File: src/rtl/lsu_mem_port.sv
// Load/store unit: one request at a time, range/funct3 checking, byte-addressed memory port,
// sign/zero extension of load data and a single valid/ready response per request.
module lsu_mem_port #(
  parameter int unsigned MEM_SIZE  = 1024,
  parameter logic [31:0] BASE_ADDR = 32'h0
) (
  input  logic        clk,
  input  logic        rst,
  input  logic        req_valid,
  output logic        req_ready,
  input  logic        req_we,
  input  logic [2:0]  req_funct3,
  input  logic [31:0] req_addr,
  input  logic [31:0] req_wdata,
  output logic        resp_valid,
  input  logic        resp_ready,
  output logic [31:0] resp_rdata,
  output logic        resp_fault,
  output logic [31:0] mem_rd_addr,
  input  logic [31:0] mem_rd_data,
  output logic [1:0]  mem_wr,
  output logic [31:0] mem_wr_addr,
  output logic [31:0] mem_wr_data
);

  typedef enum logic [1:0] {IDLE, ACCESS, LOAD_DATA, RESP} state_t;

  state_t      state_q, state_d;
  logic        accept;
  logic        f3_legal;
  logic [2:0]  nbytes;
  logic [32:0] off33;
  logic [32:0] end33;
  logic        req_fault;

  logic        we_p0;
  logic [2:0]  f3_p0;
  logic [31:0] off_p0;
  logic [31:0] wdata_p0;
  logic        fault_p0;
  logic [31:0] rdata_p1;
  logic        fault_p1;

  function automatic logic [31:0] load_ext(input logic [2:0] f3, input logic [31:0] raw);
    logic signed [7:0]  b;
    logic signed [15:0] h;
    b = raw[7:0];
    h = raw[15:0];
    case (f3)
      3'b000:  return 32'(b);
      3'b001:  return 32'(h);
      3'b100:  return {24'h0, raw[7:0]};
      3'b101:  return {16'h0, raw[15:0]};
      default: return raw;
    endcase
  endfunction

  // Request decode; the borrow out of the 33-bit subtraction flags addresses below BASE_ADDR
  always_comb begin
    f3_legal = 1'b0;
    nbytes   = 3'd4;
    case (req_funct3)
      3'b000, 3'b001, 3'b010: f3_legal = 1'b1;
      3'b100, 3'b101:         f3_legal = !req_we;
      default:                f3_legal = 1'b0;
    endcase
    case (req_funct3[1:0])
      2'b00:   nbytes = 3'd1;
      2'b01:   nbytes = 3'd2;
      default: nbytes = 3'd4;
    endcase
    off33     = {1'b0, req_addr} - {1'b0, BASE_ADDR};
    end33     = off33 + {30'h0, nbytes};
    req_fault = !f3_legal || off33[32] || (end33 > 33'(MEM_SIZE));
  end

  assign accept = req_valid && (state_q == IDLE);

  always_comb begin
    state_d = state_q;
    case (state_q)
      IDLE:      if (accept) state_d = ACCESS;
      ACCESS:    state_d = (!we_p0 && !fault_p0) ? LOAD_DATA : RESP;
      LOAD_DATA: state_d = RESP;
      RESP:      if (resp_ready) state_d = IDLE;
      default:   state_d = IDLE;
    endcase
  end

  always_comb begin
    req_ready  = (state_q == IDLE);
    resp_valid = (state_q == RESP);
    mem_wr     = 2'd0;
    if (state_q == ACCESS && we_p0 && !fault_p0) mem_wr = f3_p0[1:0] + 2'd1;
  end

  assign mem_rd_addr = off_p0;
  assign mem_wr_addr = off_p0;
  assign mem_wr_data = wdata_p0;
  assign resp_rdata  = rdata_p1;
  assign resp_fault  = fault_p1;

  always_ff @(posedge clk or posedge rst) begin
    if (rst) begin
      state_q  <= IDLE;
      we_p0    <= 1'b0;
      f3_p0    <= 3'd0;
      off_p0   <= 32'h0;
      wdata_p0 <= 32'h0;
      fault_p0 <= 1'b0;
      rdata_p1 <= 32'h0;
      fault_p1 <= 1'b0;
    end else begin
      state_q <= state_d;
      // p0: request latched at accept
      if (accept) begin
        we_p0    <= req_we;
        f3_p0    <= req_funct3;
        off_p0   <= off33[31:0];
        wdata_p0 <= req_wdata;
        fault_p0 <= req_fault;
      end
      // p1: response formed from ACCESS (store/fault) or LOAD_DATA (load)
      if (state_q == ACCESS && (we_p0 || fault_p0)) begin
        rdata_p1 <= 32'h0;
        fault_p1 <= fault_p0;
      end
      if (state_q == LOAD_DATA) begin
        rdata_p1 <= load_ext(f3_p0, mem_rd_data);
        fault_p1 <= 1'b0;
      end
    end
  end

endmodule

File: config.mk
export PLATFORM = sky130hd
export DESIGN_NAME = lsu_mem_port
export DESIGN_NICKNAME = d
export VERILOG_FILES = /design/src/rtl/lsu_mem_port.sv
export SDC_FILE = /design/constraint.sdc
export NUM_CORES = 1
export LEC_CHECK = 0
export ABC_AREA = 1
export CAP_MARGIN = 20
export CORE_MARGIN = 5
export CORE_UTILIZATION = 48
export CTS_BUF_LIST = sky130_fd_sc_hd__clkbuf_8
export CTS_CLUSTER_DIAMETER = 40
export CTS_CLUSTER_SIZE = 24
export DETAILED_ROUTE_END_ITERATION = 10
export HOLD_SLACK_MARGIN = 0.08
export PLACE_DENSITY = 0.92
export SETUP_SLACK_MARGIN = 0.02
export SYNTH_ARGS = -nofsm -noshare
export SYNTH_HDL_FRONTEND = slang
export SYNTH_SLANG_ARGS = --single-unit
File: constraint.sdc
create_clock -name clk -period 8.15 [get_ports clk]
set_input_delay 1.2225 -clock clk [delete_from_list [all_inputs] [get_ports clk]]
set_output_delay 1.2225 -clock clk [all_outputs]
set_load 0.02 [all_outputs]
==> results.cfg, run 1 <==
[outcome]
outcome = finished, final reports clean

[clock_network]
post-cts-setup-buffers = 0
cts.path.max_buffers = 2
clk_pin_slew_ns = 0.11
cts_tree = yes
insertion_delay_ns = 0.39
htreeDepth = 3
cts_root_buf = clkbuf_8
cts-hold-fix-buffers = 0
cts-resized-gates = 0
cts.sinks = 104
numCtsBuffers = 9

[yosys]
netlist_top_cells_count = nand2_1 (270), dfrtp_1 (104), nor2_1 (74)
synth.net_count = 850
synthCells = 736
ys_ff_latch = 104
synthFlopType = dfrtp_1
synth_xor_area_share_pct = 0.783
avgSynthCellArea_sq_um = 7.60
synth_top_area_cell = dfrtp_1
synth_edf_count = 0
yosys.cell_types.count = 35
yosys_warnings = 0
synth_area_leaders = dfrtp_1 (47%), nand2_1 (18%), o21ai_0 (5.3%), nor2_1 (5.0%), buf_4 (4.3%)
synth_compound_area_share_pct = 8.95
yosysSeqAreaShare_pct = 46.5
yosysMostFrequentCell = nand2_1
netlist_area_sq_um = 5590
synth_top_family_by_area = simple AND/OR/NAND/NOR gates
synth_simple_gate_area_share_pct = 31.7
synth_top_area_share_pct = 46.5
async_flop_share_pct = 100
post_synth_fa_ha_maj_area_fraction_pct = 2.37
synthMuxAreaShare_pct = 0

[drt]
vias_per_cell = 5.11
drcViolationCount = 0
wl_um = 17500
drt_pass1_iterations = 5
drtIter0Drc = 427
route.detailed.wl_per_inst_um = 16.2
ant_nets = 0
vias = 5504

[grt]
grt_pass1_wl_um = 28300
grt_pass1_vias = 5479
antenna_found_initial = 0
track_usage_pct = 25.0
grt_max_degree = 100
grt_overflow_total = 0

[placed_design]
routabilityCongestion = 0.916
placed_cells = 1062
io_buffers = 236
hpwlAfterDp_um = 13700

[worst_setup_path]
critPathArrivalTime_ns = 2.06
critPathMaxFanout = 4
crit_required_ns = 6.93
critical_path_class = register to primary output
cp-start-kind = register
crit_path_end_kind = primary output

[finish]
fill_cells = 901
syn_to_final_growth_pct = 43.3
final_cell_count_no_fill = 1078
n_antenna_cell = 0
drive_gt1_share_pct = 4.17
final_nets = 1044

[floorplanning]
die_w_um = 118
dieHeight_um = 118
ios = 237
core_sq_um = 11400
num_rows = 39
initial_core_util_pct = 49.0
dieArea_sq_um = 13900

[timing]
slew_headroom_pct = 33.3
fmax_mhz = 305
rsz0062_at_grt = no
hold_viol = 0
period_minus_slack_ns = 3.28
tightest_slew_ns = 0.999
min_period_over_period_pct = 40.2
finalClockSkew_ns = 0.0143
setup_viol = 0
drv_slew = 0
tns_ns = 0

[power]
leakagePower_nw = 3.83
power_mw = 2.71
p_per_area_nw_per_um2 = 338
vdd_ir_drop_max_mv = 0.252

[flow_run]
timing.max_cap.violations = 0

[min_path]
min_path_type = register to register
-- per-stage QoR --
stage | instance area [sq um] | worst slack (ns) | util, % | hold slack (ns)
3_3_place_gp | 7830 | 4.56 | 68.6 | 0.460
5_1_grt | 8020 | 4.67 | 70.2 | 0.506
2_1_floorplan | 5590 | 4.20 | - | 0.449
6_report | 8020 | 4.87 | 70.2 | 0.492
4_1_cts | 8020 | 4.83 | 70.2 | 0.492
3_5_place_dp | 7830 | 4.54 | 68.6 | 0.465
-- cells by family after synthesis --
group	after synthesis
buffers and inverters	112
AO/OA/AOI/OAI	87
adder cells (fa/ha/maj)	10
flip-flops	104
AND/OR/NAND/NOR	418
XOR/XNOR	5
-- path summary, 6_finish.rpt --
kind                                             from  depth (start not counted)                          end  slack (ns)
hold reg to reg            mem_wr_data[3]$_DFFE_PP0P_                          2   mem_wr_data[3]$_DFFE_PP0P_        0.49
min in group asynchronous                         rst                          2   mem_rd_addr[2]$_DFFE_PP0P_        1.24
setup reg to reg               state_q[0]$_DFFE_PP0P_                         13         fault_p0$_DFFE_PP0P_        5.64
hold / removal             mem_wr_data[3]$_DFFE_PP0P_                          2   mem_wr_data[3]$_DFFE_PP0P_        0.49
setup / recovery               state_q[1]$_DFFE_PP0P_                          5                    mem_wr[1]        4.87
max in group asynchronous                         rst                          3  mem_wr_data[13]$_DFFE_PP0P_        5.74
-- layout by cell type, fill, tap and decap left out --
cell / netlist / routed
inv_6: 0 / 4
inv_8: 0 / 1
nor2_1: 74 / 74
nand3_2: 1 / 1
o21ai_1: 4 / 4
xor2_1: 5 / 5
nand2_4: 2 / 3
a22o_1: 16 / 16
inv_2: 1 / 1
nor3_2: 1 / 1
nor3_1: 5 / 5
inv_4: 0 / 1
nand2_1: 270 / 269
nor4_1: 1 / 1
or2_2: 2 / 2
a21oi_1: 6 / 6
ha_1: 9 / 9
nand3_1: 36 / 36
nand3b_1: 3 / 3
o21ai_0: 59 / 59
clkbuf_8: 0 / 9
nand2_2: 4 / 4
nor2_4: 4 / 4
inv_1: 55 / 55
nor2_8: 2 / 2
clkdlybuf4s50_1: 0 / 236
or2_0: 1 / 1
dfrtp_1: 104 / 104
fa_1: 1 / 1
and2_1: 1 / 1
nor2_2: 3 / 3
nor3b_1: 1 / 1
a22oi_1: 1 / 1
buf_4: 32 / 2
o211ai_1: 1 / 1
clkinv_1: 1 / 1
nand4_1: 7 / 7
clkinv_4: 0 / 1
-- area by class of cell --
type | count | area [sq um] | share of cell area (%)
Tap cell | 143 | 179 | 2.23
Sequential cell | 104 | 2600 | 32.5
Inverter | 57 | 216 | 2.70
Clock inverter | 7 | 58.8 | 0.734
Multi-Input combinational cell | 520 | 2460 | 30.7
Timing Repair Buffer | 238 | 2380 | 29.7
Clock buffer | 9 | 124 | 1.55
-- critical path, cell delays in order, from the launching register on --
cell	delay, ns
dfrtp_1	0.41
inv_1	0.10
ha_1	0.19
nand2_1	0.11
nor3b_1	0.20
clkdlybuf4s50_1	0.66
-- routing by layer --
layer	track usage (%)	up-vias	routed length, um
met4	7.60	0	425
met1	30.3	2556	6910
met5	0	-	0
met2	43.8	231	8930
li1	-	2687	-
met3	6.34	30	1240
-- power by group --
group          internal (mW)  switching, mW
Combinational          0.676          0.839
Sequential             0.736          0.143
Clock                  0.117          0.196
Total                   1.53           1.18
-- flip-flops by register name, summed over array words and instances (netlist names) --
register	count
mem_rd_addr	32
fault_p0	1
resp_fault	1
mem_wr_data	32
state_q	2
f3_p0	3
resp_rdata	32
we_p0	1
(Power assumes the default switching activity.)
==> run 2, diff against run 1 <==
--- a/config.mk
+++ b/config.mk
@@ -8,13 +8,13 @@
 export ABC_AREA = 1
 export CAP_MARGIN = 20
 export CORE_MARGIN = 5
-export CORE_UTILIZATION = 48
+export CORE_UTILIZATION = 44
 export CTS_BUF_LIST = sky130_fd_sc_hd__clkbuf_8
 export CTS_CLUSTER_DIAMETER = 40
 export CTS_CLUSTER_SIZE = 24
 export DETAILED_ROUTE_END_ITERATION = 10
 export HOLD_SLACK_MARGIN = 0.08
-export PLACE_DENSITY = 0.92
+export PLACE_DENSITY = 0.86
 export SETUP_SLACK_MARGIN = 0.02
 export SYNTH_ARGS = -nofsm -noshare
 export SYNTH_HDL_FRONTEND = slang
==> constraint.sdc (replaced) <==
create_clock -name clk -period 3.08 [get_ports clk]
set_input_delay 0.462 -clock clk [delete_from_list [all_inputs] [get_ports clk]]
set_output_delay 0.462 -clock clk [all_outputs]
set_load 0.02 [all_outputs]
==> results.cfg, run 2 (synthesis gave the netlist of run 1 again) <==
[grt]
grt_overflow_total = 0
antenna_found_initial = 0
grt_pass1_vias = 5270
grt_pass1_wl_um = 26500
track_usage_pct = 22.2
grt_max_degree = 105

[floorplanning]
dieArea_sq_um = 15100
ios = 237
die_w_um = 123
initial_core_util_pct = 44.7
core_sq_um = 12500
dieHeight_um = 123
num_rows = 41

[power]
p_clk_share_pct = 12.1
p_sw_mw = 3.07
seqPwrFrac_pct = 32.2
p_int_mw = 4.14
pwr-share-comb_pct = 55.7
swShare_pct = 42.6
power_mw = 7.21
leakagePower_nw = 3.84
vdd_ir_drop_max_mv = 0.415
p_per_area_nw_per_um2 = 890

[placed_design]
routabilityCongestion = 0.921
hpwlAfterDp_um = 13500
placed_cell_area_sq_um = 7900
io_buffers = 236

[finish]
final_common_cell = nand2_1
fill_cells = 1049
mostFrequentLayoutCells = nand2_1 (269), clkdlybuf4s50_1 (236), dfrtp_1 (104)
n_antenna_cell = 0
fin_util_pct = 64.7
syn_to_final_growth_pct = 44.8
drive_gt1_share_pct = 4.48
final_nets = 1046
finalInstanceArea_sq_um = 8100

[drt]
vias = 5498
route.detailed.wl_per_inst_um = 15.4
drcViolationCount = 0
drtIter0Drc = 399
vias_per_cell = 4.96
drt_pass1_iterations = 6
ant_nets = 0
wl_um = 17100

[clock_network]
cts-hold-fix-buffers = 0
cts.path.max_buffers = 2
insertion_delay_ns = 0.36
cts_tree = yes
htreeDepth = 3
cts_root_buf = clkbuf_8
numCtsBuffers = 9
cts.sinks = 104
post-cts-setup-buffers = 0
clk_pin_slew_ns = 0.10
cts-resized-gates = 0

[min_path]
min_path_type = register to register

[worst_setup_path]
crit_required_ns = 3.34
crit_path_end_kind = register
critPathMaxFanout = 7
cp-start-kind = input pin
critPathArrivalTime_ns = 2.78
critical_path_class = input pin to register

[timing]
slew_headroom_pct = 39.9
rsz0062_at_grt = no
period_minus_slack_ns = 2.52
finalClockSkew_ns = 0.0140
fmax_mhz = 396
min_period_over_period_pct = 82.0
setup_viol = 0
hold_viol = 0
drv_slew = 0
tightest_slew_ns = 0.901
holdWs_ns = 0.486
tns_ns = 0

[outcome]
outcome = finished, final reports clean

[flow_run]
timing.max_cap.violations = 0
run 2: cell type report:
cell class | instances | area, sq um | share of cell area, %
Clock buffer | 9 | 124 | 1.53
Timing Repair Buffer | 240 | 2400 | 29.7
Sequential cell | 104 | 2600 | 32.1
Clock inverter | 7 | 78.8 | 0.973
Inverter | 57 | 218 | 2.69
Multi-Input combinational cell | 520 | 2460 | 30.3
Tap cell | 172 | 215 | 2.66
run 2: metrics by stage:
stage          setup slack (ns)  cells
2_1_floorplan             0.966    736
3_3_place_gp              0.248   1093
3_5_place_dp              0.193   1093
4_1_cts                   0.585   1109
5_1_grt                   0.327   1109
6_report                  0.555   1109
run 2: worst max-delay path, cell delays in order:
cell and delay (ns):
clkdlybuf4s50_1 0.55, nor2_1 0.07, ha_1 0.24, fa_1 0.42
nand3_1 0.12, nand2_2 0.12, nand2_4 0.13, nor2_8 0.05
nand2_1 0.06, nand3_1 0.08, nor2_1 0.10, nand2_1 0.06
nor2_1 0.09, nand2_1 0.06, nor2_1 0.10, a21oi_1 0.07
run 2: metal layers:
| layer | vias up | GRT usage (%) | routed length, um |
|---|---|---|---|
| met5 | - | 0 | 0 |
| met4 | 0 | 7.35 | 342 |
| met3 | 28 | 4.42 | 1330 |
| met2 | 192 | 38.0 | 8480 |
| met1 | 2586 | 28.1 | 6970 |
| li1 | 2692 | - | - |
run 2: worst paths after layout:
path | startpoint | end | slack (ns) | cells past startpoint
worst min register to register | we_p0$_DFFE_PP0P_ | we_p0$_DFFE_PP0P_ | 0.49 | 2
worst max register to register | f3_p0[0]$_DFFE_PP0P_ | resp_rdata[16]$_DFFE_PP0P_ | 1.10 | 5
max in group asynchronous | rst | resp_rdata[22]$_DFFE_PP0P_ | 2.03 | 3
min in group asynchronous | rst | mem_wr_data[24]$_DFFE_PP0P_ | 0.62 | 3
worst min-delay path | we_p0$_DFFE_PP0P_ | we_p0$_DFFE_PP0P_ | 0.49 | 2
worst max-delay path | req_funct3[1] | fault_p0$_DFFE_PP0P_ | 0.56 | 16
run 2: power groups by stage:
stage               logic [mW]  registers, mW  clock network [mW]
global route              4.32           2.41               0.962
global placement          3.97           2.33                   0
CTS                       4.06           2.33               0.898
detailed placement        4.05           2.36                   0
finish                    4.01           2.32               0.875
floorplan                 1.68           2.95                   0
